`config.mk`:
```
export PLATFORM = sky130hd
export DESIGN_NAME = dram_port_arbiter
export DESIGN_NICKNAME = d
export VERILOG_FILES = /design/src/rtl/dram_arb_pkg.sv /design/src/rtl/wb_fifo.sv /design/src/rtl/dram_port_arbiter.sv
export SDC_FILE = /design/constraint.sdc
export NUM_CORES = 1
export LEC_CHECK = 0
export BUFFER_PORTS_ARGS = -buffer_cell sky130_fd_sc_hd__buf_2
export CAP_MARGIN = 20
export CORE_MARGIN = 3
export CORE_UTILIZATION = 50
export CTS_BUF_LIST = sky130_fd_sc_hd__clkbuf_4
export DETAILED_ROUTE_END_ITERATION = 8
export GPL_ROUTABILITY_DRIVEN = 1
export MAX_ROUTING_LAYER = met4
export PLACE_DENSITY = 0.74
export SYNTH_ARGS = -nofsm -noshare
export SYNTH_HDL_FRONTEND = slang
export SYNTH_SLANG_ARGS = --single-unit
```
`constraint.sdc`:
```
create_clock -name clk -period 5.17 [get_ports clk]
set_clock_uncertainty 0.2 [all_clocks]
set_input_delay 0.2585 -clock clk [delete_from_list [all_inputs] [get_ports clk]]
set_output_delay 0.2585 -clock clk [all_outputs]
set_load 0.01 [all_outputs]
```
`src/rtl/dram_arb_pkg.sv`:
```
// Shared types and constants for the DRAM port arbiter and its posted-write FIFO.
package dram_arb_pkg;

  localparam int ARB_ADDR_W = 32;

  typedef enum logic [0:0] {
    IDLE    = 1'b0,
    RD_WAIT = 1'b1
  } arb_state_e;

  localparam logic [3:0] WE_READ = 4'h0;
  localparam logic [3:0] WE_FULL = 4'hF;

  typedef struct packed {
    logic [ARB_ADDR_W-1:0] addr;
    logic [31:0]           wdata;
    logic [3:0]            be;
  } wb_entry_t;

endpackage

```
`src/rtl/wb_fifo.sv`:
```
// Registered synchronous FIFO; pointers carry one extra wrap bit so that
// full and empty can be told apart without a separate counter.
module wb_fifo #(
  parameter int LOG = 2,
  parameter int W   = 68
) (
  input  logic         clk,
  input  logic         rst_x,
  input  logic         push_i,
  input  logic         pop_i,
  input  logic [W-1:0] din_i,
  output logic [W-1:0] head_o,
  output logic         full_o,
  output logic         empty_o
);

  localparam int DEPTH = 1 << LOG;

  logic [LOG:0]   wptr_q, wptr_d;
  logic [LOG:0]   rptr_q, rptr_d;
  logic [W-1:0]   mem_q [DEPTH];
  logic           do_push_s, do_pop_s;

  assign full_o    = (wptr_q[LOG] != rptr_q[LOG]) && (wptr_q[LOG-1:0] == rptr_q[LOG-1:0]);
  assign empty_o   = (wptr_q == rptr_q);
  assign do_push_s = push_i & ~full_o;
  assign do_pop_s  = pop_i & ~empty_o;
  assign head_o    = mem_q[rptr_q[LOG-1:0]];

  // Pointer advance; pointers wrap naturally modulo 2*DEPTH.
  always_comb begin
    wptr_d = wptr_q;
    rptr_d = rptr_q;
    if (do_push_s) begin
      wptr_d = wptr_q + {{LOG{1'b0}}, 1'b1};
    end else begin
      wptr_d = wptr_q;
    end
    if (do_pop_s) begin
      rptr_d = rptr_q + {{LOG{1'b0}}, 1'b1};
    end else begin
      rptr_d = rptr_q;
    end
  end

  // Pointer registers.
  always_ff @(posedge clk or negedge rst_x) begin
    if (!rst_x) begin
      wptr_q <= '0;
      rptr_q <= '0;
    end else begin
      wptr_q <= wptr_d;
      rptr_q <= rptr_d;
    end
  end

  // Entry storage; cleared on reset so a discarded FIFO never exposes stale data.
  always_ff @(posedge clk or negedge rst_x) begin
    if (!rst_x) begin
      for (int i = 0; i < DEPTH; i++) begin
        mem_q[i] <= '0;
      end
    end else if (do_push_s) begin
      mem_q[wptr_q[LOG-1:0]] <= din_i;
    end else begin
      mem_q[wptr_q[LOG-1:0]] <= mem_q[wptr_q[LOG-1:0]];
    end
  end

endmodule

```
`src/rtl/dram_port_arbiter.sv`:
```
// Arbitrates the single DRAM command port between loader writes, posted CPU
// stores and one outstanding dcache miss read, returning fill data with its address.
module dram_port_arbiter
  import dram_arb_pkg::*;
#(
  parameter int WB_LOG = 2,
  parameter int ADDR_W = ARB_ADDR_W
) (
  input  logic              clk,
  input  logic              rst_x,
  input  logic              ld_req,
  input  logic [ADDR_W-1:0] ld_addr,
  input  logic [31:0]       ld_wdata,
  output logic              ld_ack,
  input  logic              wr_req,
  input  logic [ADDR_W-1:0] wr_addr,
  input  logic [31:0]       wr_wdata,
  input  logic [3:0]        wr_be,
  output logic              wr_full,
  input  logic              rd_req,
  input  logic [ADDR_W-1:0] rd_addr,
  output logic              fill_valid,
  output logic [ADDR_W-1:0] fill_addr,
  output logic [31:0]       fill_rdata,
  output logic              busy,
  output logic              err,
  output logic              dram_oe,
  output logic [ADDR_W-1:0] dram_addr,
  output logic [31:0]       dram_wdata,
  output logic [3:0]        dram_we,
  input  logic [31:0]       dram_rdata,
  input  logic              dram_valid,
  input  logic              dram_busy
);

  arb_state_e        state_q, state_d;
  logic              rd_pend_q, rd_pend_d;
  logic [ADDR_W-1:0] rd_addr_q, rd_addr_d;
  logic              err_q, err_d;

  wb_entry_t         wb_in_s, wb_head_s;
  logic              fifo_push_s, fifo_pop_s, fifo_full_s, fifo_empty_s;

  assign wb_in_s     = '{addr: wr_addr, wdata: wr_wdata, be: wr_be};
  assign fifo_push_s = wr_req & ~fifo_full_s;
  assign wr_full     = fifo_full_s;
  assign busy        = rd_pend_q | (state_q == RD_WAIT);
  assign err         = err_q;
  assign fill_addr   = rd_addr_q;

  wb_fifo #(
    .LOG (WB_LOG),
    .W   ($bits(wb_entry_t))
  ) u_wb_fifo (
    .clk     (clk),
    .rst_x   (rst_x),
    .push_i  (fifo_push_s),
    .pop_i   (fifo_pop_s),
    .din_i   (wb_in_s),
    .head_o  (wb_head_s),
    .full_o  (fifo_full_s),
    .empty_o (fifo_empty_s)
  );

  // Command selection, fill return and next-state logic.
  always_comb begin
    state_d    = state_q;
    rd_pend_d  = rd_pend_q;
    rd_addr_d  = rd_addr_q;
    err_d      = err_q;
    dram_oe    = 1'b0;
    dram_addr  = '0;
    dram_wdata = 32'h0;
    dram_we    = WE_READ;
    ld_ack     = 1'b0;
    fifo_pop_s = 1'b0;
    fill_valid = 1'b0;
    fill_rdata = 32'h0;

    case (state_q)
      IDLE: begin
        if (!dram_busy && ld_req) begin
          dram_oe    = 1'b1;
          dram_addr  = ld_addr;
          dram_wdata = ld_wdata;
          dram_we    = WE_FULL;
          ld_ack     = 1'b1;
        end else if (!dram_busy && !fifo_empty_s) begin
          dram_oe    = 1'b1;
          dram_addr  = wb_head_s.addr;
          dram_wdata = wb_head_s.wdata;
          dram_we    = wb_head_s.be;
          fifo_pop_s = 1'b1;
        end else if (!dram_busy && rd_pend_q) begin
          // FIFO is empty here, so every earlier store is already on the bus.
          dram_oe   = 1'b1;
          dram_addr = rd_addr_q;
          dram_we   = WE_READ;
          state_d   = RD_WAIT;
        end else begin
          dram_oe = 1'b0;
        end
        if (dram_valid) begin
          err_d = 1'b1;
        end else begin
          err_d = err_d;
        end
      end
      RD_WAIT: begin
        if (dram_valid) begin
          fill_valid = 1'b1;
          fill_rdata = dram_rdata;
          rd_pend_d  = 1'b0;
          state_d    = IDLE;
        end else begin
          state_d = RD_WAIT;
        end
      end
      default: begin
        state_d = IDLE;
      end
    endcase

    if (wr_req && fifo_full_s) begin
      err_d = 1'b1;
    end else begin
      err_d = err_d;
    end

    if (rd_req && busy) begin
      err_d = 1'b1;
    end else if (rd_req) begin
      rd_pend_d = 1'b1;
      rd_addr_d = rd_addr;
    end else begin
      rd_pend_d = rd_pend_d;
    end
  end

  // State, pending-read and error registers.
  always_ff @(posedge clk or negedge rst_x) begin
    if (!rst_x) begin
      state_q   <= IDLE;
      rd_pend_q <= 1'b0;
      rd_addr_q <= '0;
      err_q     <= 1'b0;
    end else begin
      state_q   <= state_d;
      rd_pend_q <= rd_pend_d;
      rd_addr_q <= rd_addr_d;
      err_q     <= err_d;
    end
  end

endmodule

```
Yosys cells after proc, flatten, opt, wreduce, memory -nomap -nowiden --
Cells that the tools add are included.
Storage, ports and cells: bits in registers 313, input bits 203, logic and storage cells 87
Cells by class: add/subtract/negate cells 2, magnitude comparators 3, equality and inequality tests 4, muxes and demuxes 46, bitwise operators 10, reduce and logical (&&, ||, !) cells 12
Operators with widths (count):
- 272-bit bitwise mux | 2
- 68-bit two-way mux | 5
- 32-bit two-way mux | 9
- 68-bit binary-select mux with 2-bit select | 2
- 272-bit two-way mux | 1
- 68-bit demux with 2-bit select | 1
- 1-bit two-way mux | 22
- 4-bit two-way mux | 3
- 1-bit logical AND | 7
- 3-bit by 1-bit adder with 3-bit output, second input constant | 2
- 3-bit >= comparator, second input constant | 2
- 2-bit inverter with 3-bit output | 2
- 1-bit inverter | 4
- 2-bit AND reduction | 2
- 1-bit bitwise AND | 3
- 3-bit equality test | 1
- 3-bit by 1-bit < comparator with 1-bit output, second input constant | 1
- 3-bit by 1-bit != test with 1-bit output, second input constant | 1
- 3-bit nonzero test | 1
- 2-bit equality test | 1
- 1-bit zero test | 2
- 1-bit one-hot mux with 2 select lines | 1
- 1-bit != test | 1
- 1-bit bitwise OR | 1

Depth between registers and ports, before layout --
depth in word-level cells 7, mapped depth 8, depth with buffers taken out 4

Hierarchy --
A second synthesis with hierarchy kept.
Second synthesis, totals: cells, all modules 2354, area total of the unflattened synthesis 23233.5 µm²
By module, submodules not included:
- wb_fifo | times used 1, cells an instance 2067, area each 20292.0 µm², seq. area each 6956.7 µm²
- dram_port_arbiter | times used 1, cells an instance 287, area each 2941.6 µm², seq. area each 875.8 µm²

Worst setup path before layout --
Ideal clock, no wire load.
kind register -> register, start register u_wb_fifo.wptr_q[1], end register u_wb_fifo.mem_q[163] (netlist bit), arrival 1.893 ns, required time 4.833 ns, setup slack 2.940 ns, stages on the path, launching flop included 9, path buffers 5, period minus slack after synthesis 2.230 ns, cells stage by stage dfrtp_1 -> buf_2 -> buf_1 -> inv_1 -> ha_1 -> clkbuf_1 -> clkbuf_1 -> clkbuf_1 -> a21oi_1
Between the ends: cells in the longest elaborated chain, start to end 7
Ends and longest elaborated chain:
- from (decl) | line wb_fifo.sv:19 | logic [LOG:0] wptr_q, wptr_d;
- from (signal assigned) | line wb_fifo.sv:52 | wptr_q <= wptr_d;
- 2-bit inverter with 3-bit output (implied by the code) | line wb_fifo.sv:64, wb_fifo.sv:66
- 3-bit >= comparator (implied by the code) or 3-bit by 1-bit < comparator with 1-bit output (tied branches) | line wb_fifo.sv:64, wb_fifo.sv:66
- 1-bit logical AND (implied by the code) | line wb_fifo.sv:64, wb_fifo.sv:66
- 68-bit two-way mux (implied by the code) | line wb_fifo.sv:64, wb_fifo.sv:66
- 68-bit demux with 2-bit select | line wb_fifo.sv:64, wb_fifo.sv:66
- 272-bit bitwise mux (on tied branches) | line wb_fifo.sv:66, wb_fifo.sv:64
- 272-bit two-way mux (*) | line wb_fifo.sv:63 | end else if (do_push_s) begin
- to (signal, indexed assignment) | line wb_fifo.sv:64 | mem_q[wptr_q[LOG-1:0]] <= din_i;
- to (signal, indexed assignment) | line wb_fifo.sv:66 | mem_q[wptr_q[LOG-1:0]] <= mem_q[wptr_q[LOG-1:0]];
- to (decl) | line wb_fifo.sv:21 | logic [W-1:0] mem_q [DEPTH];
Mark *: on every way between the ends. The rest lies on a longest branch, timed or not. The select of a mux whose other input is x is not followed. A chain may end at the register's enable or synchronous reset.

Final worst setup path --
start register u_wb_fifo.wptr_q[0], end output port dram_addr[3]
Between the ends: cells in the longest elaborated chain, start to end 6
Ends and longest elaborated chain:
- 3-bit equality test | line wb_fifo.sv:25 | assign empty_o = (wptr_q == rptr_q);
- 1-bit zero test | line dram_port_arbiter.sv:88 | end else if (!dram_busy && !fifo_empty_s) begin
- 1-bit logical AND | line dram_port_arbiter.sv:88
- 32-bit two-way mux | line dram_port_arbiter.sv:88
- 32-bit two-way mux | line dram_port_arbiter.sv:82 | if (!dram_busy && ld_req) begin
- 32-bit two-way mux | line dram_port_arbiter.sv:80 | case (state_q)
- to (decl) | line dram_port_arbiter.sv:28 | output logic [ADDR_W-1:0] dram_addr,
No other way between the ends.

==> flow_metrics.py <==
metrics = {
    "routing": {
        "vias_per_cell": 5.881,
        "drtPass1Iterations": 6,
        "drc_errors": 0,
        "vias": 13880,
        "wl_per_cell_um": 20.15,
        "drt_iter0_drc": 973,
        "antenna_left": 0,
        "finalWirelength_um": 47570,
    },
    "critical_path": {
        "slowest_stage": "dfrtp_4",
        "path_depth": 6,
        "crit_chain": "xnor2_1 -> a31oi_4 -> buf_4 -> a22o_1 -> a21o_1 -> buf_2",
        "worst_setup_path_end_kind": "output port",
        "worst_setup_path_start_kind": "flip-flop",
        "critPathLaunch": "u_wb_fifo.wptr_q[0]",
        "r2r_start": "u_wb_fifo.wptr_q[1]",
        "reg2regPathDepth": 5,
        "cp-endpoint": "dram_addr[3]",
        "cp_num_buf_inv": 2,
        "r2r_end": "u_wb_fifo.mem_q[1]",
        "critPathMaxStageDelay_ns": 0.80,
        "cp_top_family": "compound AO/OA/AOI/OAI gates",
        "worstPathMaxFanout": 40,
        "path_class": "reg2out",
        "cp.arrival_ns": 3.41,
        "worst-r2r-setup-slack_ns": 1.95,
        "worstPathRequired_ns": 4.71,
    },
    "floorplan": {
        "ios": 341,
        "start_util": 0.5114,
        "core-area_sq_mm": 0.03180,
        "fp.dieW_um": 186.3,
        "num_rows": 65,
        "fp.dieH_um": 186.3,
        "die-area_sq_mm": 0.03472,
    },
    "synth": {
        "ys_types": 32,
        "postSynthAreaPerCell_sq_um": 11.38,
        "netlist_area_sq_mm": 0.01626,
        "synth_nets": 1637,
        "ys_warn_count": 0,
        "synth_top_cell_by_area": "dfrtp_1",
        "synthFlopType": "dfrtp_1",
        "ys_ff_latch": 313,
        "ys_seq_area_frac": 0.4816,
        "syn_inst": 1429,
        "async_flop_share": 1.000,
        "synthTopCellsByArea": "dfrtp_1, mux4_2, a21oi_1",
        "synth.top_cell.area_share": 0.4816,
        "synth_edf_count": 0,
    },
    "hold_path": {
        "min_path_type": "in2async",
    },
    "run_status": {
        "violations": "hold timing",
        "status": "finished with violations",
    },
    "layout": {
        "final_util": 0.6443,
        "nFillCells": 2463,
        "layout-drive-gt1-share": 0.3575,
        "finalNetCount": 2067,
        "area_growth_pct": 26.00,
    },
    "power": {
        "irDropWorstVdd_v": 0.0004030,
        "p_per_area_mw_per_mm2": 675.6,
        "power.leakage_nw": 9.063,
    },
    "clock_tree": {
        "cts_buffers": 87,
        "cts_sinks": 313,
        "cts-htree-levels": 3,
        "clockRootBuffer": "clkbuf_4",
        "clk_pin_slew_ns": 0.06,
        "cts_tree": "yes",
        "cts_buffer_depth": 3,
        "cts_resized": 0,
        "clkLatencyLatePin_ns": 0.71,
        "post_cts_buffers": 0,
    },
    "sta": {
        "hold_viol_final": 1,
        "slew_violations": 0,
        "fmax_ghz": 0.2588,
        "max_slew_margin": 0.2384,
        "finalCritPeriodShare": 0.7474,
        "finalSetupTns_ns": 0,
        "period_needed_ns": 3.864,
        "worst_slew_pin_slew_ns": 1.142,
        "rsz0062_at_grt": "no",
        "worst_hold_slack_ns": -0.0003314,
        "final-setup-viol-count": 0,
    },
    "place": {
        "io_buffers": 340,
        "dp_hpwl_um": 29920,
        "gp_congestion": 0.8596,
    },
    "global_routing": {
        "first_global_vias": 14530,
        "overflow": 0,
        "antenna_found_initial": 6,
        "track_usage": 0.2831,
        "grt_max_degree": 122,
        "grt_pass1_wl_um": 76890,
    },
    "job": {
        "cap_viol_max_count": 0,
    },
}
[what timing repair did]
action | in CTS | in global routing
hold buffers | 106 | 0
endpoints found under the hold margin | 422 | 0
setup endpoints to repair | 0 | 0
[layer usage]
metal,GRT usage,share of wire,vias to the layer above
met2,0.4597,0.50,717
met4,0.1268,0.038,0
met1,0.3455,0.38,6884
met5,-,0,-
li1,-,-,6164
met3,0.05899,0.083,113
[worst min-delay path by stage]
| stage | slack (ns) | end | start |
|---|---|---|---|
| 6_report | -0.0003 | u_wb_fifo.mem_q[8] | rst_x |
| 5_1_grt | 0.02 | u_wb_fifo.mem_q[8] | rst_x |
| 4_1_cts | 0.02 | u_wb_fifo.mem_q[76] | rst_x |
| 3_5_place_dp | 0.21 | u_wb_fifo.mem_q[76] | rst_x |
| 3_3_place_gp | 0.20 | u_wb_fifo.mem_q[8] | rst_x |
| 2_1_floorplan | -0.24 | err | rst_x |
[layout make-up]
class                   count  area, sq um  area share
multi-input cells         981         7955      0.3883
clock inverters            14        105.1    0.005129
well taps                 435        544.3     0.02656
inverters                   7        26.28    0.001282
clock buffers             135         1013     0.04946
diodes                      6        15.01   0.0007328
flip-flops and latches    313         7848      0.3830
repair buffers            469         2983      0.1456
[placed cells by master (no fill, tap or decap), types with 7 or more instances in the layout]
cell,instances
and3_1,32
dfrtp_1,309
a21o_1,20
clkinv_1,10
inv_1,7
mux4_2,136
a21oi_1,277
buf_2,339
mux2_2,34
a22o_1,52
o21ai_0,12
buf_4,20
dlygate4sd3_1,106
nor2_1,275
clkbuf_4,135
mux2i_1,68
a31oi_1,12
nand2_1,33
[per-stage QoR]
stage / cells / worst slack [ns] / power, W / cell area, sq um / hold slack, ns
3_3_place_gp: 2099 / 2.010 / 0.01123 / 18300 / 0.1985
3_5_place_dp: 2099 / 1.973 / 0.01147 / 18300 / 0.2057
2_1_floorplan: 1429 / 2.940 / 0.009385 / 16260 / -0.2371
4_1_cts: 2354 / 1.231 / 0.01389 / 20470 / 0.02178
6_report: 2360 / 1.306 / 0.01384 / 20490 / -0.0003314
5_1_grt: 2360 / 1.042 / 0.01485 / 20490 / 0.01819
[cells in the mapped netlist (2+ instances only)]
cell type	count
and3_1	32
mux2_2	34
mux2i_1	68
nor3_1	3
clkbuf_1	91
mux4_2	136
a21o_1	20
a21oi_1	277
a31oi_1	13
nand2_1	33
xnor2_1	5
buf_2	27
ha_1	5
a22o_1	52
buf_1	2
dfrtp_1	313
inv_1	7
nor2_1	276
o21ai_0	12
buf_4	8
xor2_1	4
[registers in the layout, summed over array words and instances (netlist names)]
register          count
u_wb_fifo.wptr_q      3
fill_addr            32
u_wb_fifo.rptr_q      3
u_wb_fifo.mem_q     272
rd_pend_q             1
err                   1
state_q               1
[worst register-to-register path, cell delays in order (launching register included)]
cell     delay [ns]
dfrtp_4        0.67
buf_4          0.78
ha_4           0.83
buf_12         0.35
nor2_1         0.17
a21oi_1        0.12
[power breakdown]
| part | leakage [nW] | internal (W) | total (W) | switching (W) |
|---|---|---|---|---|
| clock network | 0.674 | 0.00127 | 0.00231 | 0.00104 |
| registers | 3.32 | 0.00358 | 0.00454 | 0.000960 |
| logic | 5.07 | 0.00324 | 0.00699 | 0.00375 |
| total | 9.06 | 0.00810 | 0.0138 | 0.00575 |
[cells by family (layout without fill, tap and decap cells)]
| logic type | Yosys count | in the layout | share of synthesized area |
|---|---|---|---|
| compound gates | 379 | 379 | 0.1339 |
| xor+xnor | 9 | 9 | 0.004847 |
| fa+ha+maj | 5 | 5 | 0.003847 |
| buf+inv | 135 | 625 | 0.03509 |
| flops | 313 | 313 | 0.4816 |
| mux | 238 | 238 | 0.2538 |
| other cells | 0 | 6 | 0 |
| simple gates | 350 | 350 | 0.08694 |
(Power assumes the default switching activity.)
